===== config.mk =====
export PLATFORM = sky130hd
export DESIGN_NAME = stopwatch_ctrl_flat
export DESIGN_NICKNAME = d
export VERILOG_FILES = /design/src/rtl/stopwatch_ctrl_if.sv /design/src/rtl/stopwatch_ctrl.sv /design/src/flat_wrapper.sv
export SDC_FILE = /design/constraint.sdc
export NUM_CORES = 1
export LEC_CHECK = 0
export CELL_PAD_IN_SITES_DETAIL_PLACEMENT = 1
export CELL_PAD_IN_SITES_GLOBAL_PLACEMENT = 1
export CORE_MARGIN = 2
export CORE_UTILIZATION = 36
export CTS_CLUSTER_DIAMETER = 150
export DETAILED_ROUTE_END_ITERATION = 10
export PLACE_DENSITY = 0.8
export SLEW_MARGIN = 20
export SYNTH_ARGS = -nofsm -noshare
export SYNTH_HDL_FRONTEND = slang
export SYNTH_SLANG_ARGS = --single-unit

===== constraint.sdc =====
create_clock -name i_clk -period 1.3 [get_ports i_clk]
set_input_delay 0.195 -clock i_clk [delete_from_list [all_inputs] [get_ports i_clk]]
set_output_delay 0.195 -clock i_clk [all_outputs]
set_load 0.05 [all_outputs]

===== src/rtl/stopwatch_ctrl_if.sv =====
// stopwatch_ctrl_if: button inputs, counter status and counter/display controls
interface stopwatch_ctrl_if;
  logic       start_resume;
  logic       stop;
  logic       clear;
  logic       lap;
  logic       cnt_max;
  logic       cnt_en;
  logic       cnt_clr;
  logic       disp_hold;
  logic [1:0] state;
  logic       running;
  modport slave (
    input  start_resume, stop, clear, lap, cnt_max,
    output cnt_en, cnt_clr, disp_hold, state, running
  );
  modport master (
    output start_resume, stop, clear, lap, cnt_max,
    input  cnt_en, cnt_clr, disp_hold, state, running
  );
endinterface


===== src/rtl/stopwatch_ctrl.sv =====
// stopwatch_ctrl: button sync/edge detect, IDLE/RUN/PAUSE/LAP sequencer and tick prescaler
module stopwatch_ctrl #(
  parameter int TICK_DIV    = 10,
  parameter int TICK_W      = 4,
  parameter bit STOP_AT_MAX = 1'b1
) (
  input  logic i_clk,
  input  logic i_rst_n,
  stopwatch_ctrl_if.slave sw
);
  typedef enum logic [1:0] {IDLE = 2'b00, RUN = 2'b01, PAUSE = 2'b10, LAP = 2'b11} state_t;
  state_t            r_state, w_next;
  logic [3:0]        r_s1, r_s2, r_s3, w_btn, w_ev;
  logic [TICK_W-1:0] r_pre, w_pre;
  logic              r_clr, r_hold, w_run, w_tick, w_auto;
  assign w_btn  = {sw.lap, sw.clear, sw.stop, sw.start_resume};
  assign w_ev   = r_s2 & ~r_s3;
  assign w_run  = (r_state == RUN) || (r_state == LAP);
  assign w_tick = w_run && (r_pre == TICK_W'(TICK_DIV - 1));
  assign w_auto = STOP_AT_MAX && w_tick && sw.cnt_max;
  // synchronisers reset high so a button held across reset release yields no event
  always_ff @(posedge i_clk or negedge i_rst_n) begin
    if (!i_rst_n) begin
      r_s1    <= '1;
      r_s2    <= '1;
      r_s3    <= '1;
      r_state <= IDLE;
      r_pre   <= '0;
      r_clr   <= 1'b0;
      r_hold  <= 1'b0;
    end else begin
      r_s1    <= w_btn;
      r_s2    <= r_s1;
      r_s3    <= r_s2;
      r_state <= w_next;
      r_pre   <= w_pre;
      r_clr   <= w_ev[2];
      r_hold  <= (w_next == LAP);
    end
  end
  always_comb begin
    w_next = r_state;
    w_pre  = (w_ev[2] || r_state == IDLE) ? '0 : !w_run ? r_pre : w_tick ? '0 : r_pre + 1'b1;
    if (w_ev[2]) w_next = IDLE;
    else if (w_auto) w_next = PAUSE;
    else begin
      case (r_state)
        IDLE:    w_next = w_ev[0] ? RUN : IDLE;
        RUN:     w_next = w_ev[1] ? PAUSE : w_ev[3] ? LAP : RUN;
        PAUSE:   w_next = w_ev[0] ? RUN : PAUSE;
        LAP:     w_next = w_ev[1] ? PAUSE : w_ev[3] ? RUN : LAP;
        default: w_next = IDLE;
      endcase
    end
  end
  assign sw.cnt_en    = w_tick && !w_auto;
  assign sw.cnt_clr   = r_clr;
  assign sw.disp_hold = r_hold;
  assign sw.state     = r_state;
  assign sw.running   = w_run;
endmodule


===== src/flat_wrapper.sv =====
// flat-port wrapper written by rule: the top's interface ports become plain ports
module stopwatch_ctrl_flat 
#(
  parameter int TICK_DIV    = 10,
  parameter int TICK_W      = 4,
  parameter bit STOP_AT_MAX = 1'b1
)
  (i_clk, i_rst_n, sw_start_resume, sw_stop, sw_clear, sw_lap, sw_cnt_max, sw_cnt_en, sw_cnt_clr, sw_disp_hold, sw_state, sw_running);
  stopwatch_ctrl_if sw_i ();
  input  logic i_clk;
  input  logic i_rst_n;
  input wire logic [$bits(sw_i.start_resume)-1:0] sw_start_resume;
  input wire logic [$bits(sw_i.stop)-1:0] sw_stop;
  input wire logic [$bits(sw_i.clear)-1:0] sw_clear;
  input wire logic [$bits(sw_i.lap)-1:0] sw_lap;
  input wire logic [$bits(sw_i.cnt_max)-1:0] sw_cnt_max;
  output wire logic [$bits(sw_i.cnt_en)-1:0] sw_cnt_en;
  output wire logic [$bits(sw_i.cnt_clr)-1:0] sw_cnt_clr;
  output wire logic [$bits(sw_i.disp_hold)-1:0] sw_disp_hold;
  output wire logic [$bits(sw_i.state)-1:0] sw_state;
  output wire logic [$bits(sw_i.running)-1:0] sw_running;
  assign sw_i.start_resume = sw_start_resume;
  assign sw_i.stop = sw_stop;
  assign sw_i.clear = sw_clear;
  assign sw_i.lap = sw_lap;
  assign sw_i.cnt_max = sw_cnt_max;
  assign sw_cnt_en = sw_i.cnt_en;
  assign sw_cnt_clr = sw_i.cnt_clr;
  assign sw_disp_hold = sw_i.disp_hold;
  assign sw_state = sw_i.state;
  assign sw_running = sw_i.running;
  stopwatch_ctrl #(.TICK_DIV(TICK_DIV), .TICK_W(TICK_W), .STOP_AT_MAX(STOP_AT_MAX)) u_core (.i_clk(i_clk), .i_rst_n(i_rst_n), .sw(sw_i));
endmodule

==> impl_metrics.json <==
{
  "status": "complete, but fails checks",
  "violations": "setup timing",
  "netlist.area_leader.share_pct": 39.7,
  "relSlewSlack_pct": 83.8,
  "wl_per_cell_um": 14.7,
  "routabilityCongestion": 0.758,
  "yosysMostFrequentCell": "dfstp_2",
  "insertion_delay_ns": 0.29,
  "dpl_cell_area_mm2": 0.00104,
  "path_max_fanout": 2,
  "ys_async_sr_fraction_pct": 100,
  "rsz0062_at_grt": "yes",
  "rows": 16,
  "grt_util_met3_pct": 2.92,
  "antenna_found_initial": 0,
  "place_inst": 99,
  "synth_area_leaders": "dfstp_2, dfrtp_1, ha_1",
  "seq_area_frac_synth_pct": 65.0,
  "syn-num-nets": 66,
  "nNetsFinal": 92,
  "fin_ws_ns": -0.279,
  "cts_max_level": 1,
  "viasPerCell": 4.56,
  "die_h_um": 50.9,
  "drive_gt1_share_pct": 61.0,
  "grt_max_degree": 21,
  "drc": 0,
  "hold_violations": 0,
  "syn_area_um2": 793,
  "postRouteAntennaNets": 0,
  "p_leak_nw": 0.493,
  "clk_pin_slew_worst_paths_ns": 0.10,
  "fin_skew_ns": 0.000434,
  "grt_pass1_wl_um": 2750,
  "synth_common_cells": "dfstp_2, dfrtp_1, nand2_1",
  "holdBufCountCts": 0,
  "cts_buffers": 3,
  "synthFlopType": "dfstp_2",
  "min_period_over_period_pct": 121,
  "stdcell_area_mm2": 0.00115,
  "ys_types": 27,
  "cellPowerDensity_mw_per_mm2": 1200,
  "drt_iter0_drc": 2,
  "max_freq_ghz": 0.633,
  "diodes": 0,
  "cts_tree": "built",
  "dr.pass1.iters": 2,
  "arrival_ns": 1.38,
  "synth_top_area_cell": "dfstp_2",
  "crit_type": "reg2out",
  "routed_wl_um": 1600,
  "met1_usage_pct": 17.0,
  "startpoint_type": "register",
  "peakVddDrop_mv": 0.710,
  "worstSetupEndpointType": "output pin",
  "crit_required_ns": 1.11,
  "io_buffers": 12,
  "synth_edf_count": 0,
  "grtUsageMet2_pct": 26.6,
  "drv_cap": 0,
  "p_total_mw": 1.38,
  "netlist_instances": 57,
  "num_vias": 497,
  "maxSlewViolCount": 0,
  "synth_seq_cells": 20,
  "final_util_pct": 56.7,
  "fin_crit_ns": 1.58,
  "hp-class": "in2async",
  "instances_no_fill": 109,
  "grt_overflow": 0,
  "grt_pass1_vias": 576,
  "cts_sinks": 20,
  "die_w_um": 50.9,
  "setup_violations": 6,
  "initial_core_util_pct": 39.2,
  "ys_warn_count": 0,
  "ioPinCount": 13,
  "grt-busiest-layer": "met2",
  "die-area_mm2": 0.00259,
  "cts_root_buf": "clkbuf_4",
  "clk_path_buf_depth": 2,
  "grt.total_usage_pct": 14.9,
  "hpwlAfterDp_um": 1210,
  "core_area_mm2": 0.00202,
  "areaGrowthSynthToFinish_pct": 44.6,
  "synth_area_per_cell_um2": 13.9,
  "post-place-ws_ns": -0.0560,
  "r2r_setup_slack_ns": -0.15,
  "worst_pin_slew_ns": 0.242
}
==> cells in the final DEF, fill, tap and decap left out, drive strengths merged <==
cell type	count
and3b	1
a22o	1
dfrtp	8
nor2b	3
inv	3
buf	17
ha	2
nand3	2
xnor2	1
o21ai	2
and3	1
and2	1
nor2	1
a21o	1
mux2i	1
clkdlybuf4s50	6
o32ai	1
or2	1
nand2b	3
clkbuf	4
a21oi	4
dfstp	12
nand3b	1
nand2	5
==> logic make-up after synthesis <==
kind of cell	synth area share [%]
multiplexers	1.26
AND/OR/NAND/NOR	17.4
adder cells (fa/ha/maj)	3.15
XOR/XNOR	1.10
flip-flops	65.0
buffers and inverters	3.31
AO/OA/AOI/OAI	8.83
==> metal layers <==
metal / vias up / routed length, um
met3: 2 / 60
met2: 14 / 833
met5: - / 0
li1: 236 / -
met1: 245 / 689
met4: 0 / 18
==> critical path, cell delays in order (launching register included) <==
cell and delay (ns):
dfrtp_1 0.40, ha_1 0.19, and3b_2 0.22, nand2_2 0.09
nor2_4 0.04, buf_12 0.14
==> sequential cells by signal, indices dropped and copies added (netlist names) <==
| signal | flops |
|---|---|
| u_core.r_s3 | 4 |
| u_core.r_pre | 4 |
| u_core.r_s2 | 4 |
| u_core.sw.disp_hold | 1 |
| u_core.sw.state | 2 |
| u_core.r_s1 | 4 |
| u_core.sw.cnt_clr | 1 |
==> power by group <==
group / total [mW] / internal [mW] / switching [mW]
Clock: 0.344 / 0.171 / 0.173
Combinational: 0.330 / 0.162 / 0.168
Sequential: 0.706 / 0.678 / 0.0283
==> path summary, 6_finish.rpt <==
kind                                     end  cells past startpoint            start
setup / recovery                   sw_cnt_en                      5  u_core.r_pre[0]
hold / removal             u_core.sw.cnt_clr                      2          i_rst_n
setup reg to reg             u_core.r_pre[2]                      5  u_core.r_pre[0]
hold reg to reg               u_core.r_s2[0]                      0   u_core.r_s1[0]
max in group asynchronous     u_core.r_s1[2]                      2          i_rst_n
min in group i_clk            u_core.r_s1[1]                      1          sw_stop
==> layout make-up <==
type	instances	area (um2)
Inverter	3	11.3
Tap cell	27	33.8
Timing Repair Buffer	23	263
Clock buffer	4	36.3
Sequential cell	20	518
Multi-Input combinational cell	32	285
Fill cell	208	875
==> stage by stage <==
step	TNS, ns	hold WS [ns]
final	-0.696	0.246
after global routing	-1.25	0.254
after CTS	-0.640	0.232
after detailed placement	-0.0587	0.348
after global placement	0	0.346
after floorplan	-0.0127	-0.101
==> what timing repair did <==
| item | CTS | global route |
|---|---|---|
| setup endpoints to repair | 5 | 10 |
| gates resized for setup | 4 | 2 |
| buffers inserted | 5 | 1 |
| pin swaps | 2 | 1 |
Power figures use the tool's default switching activity.
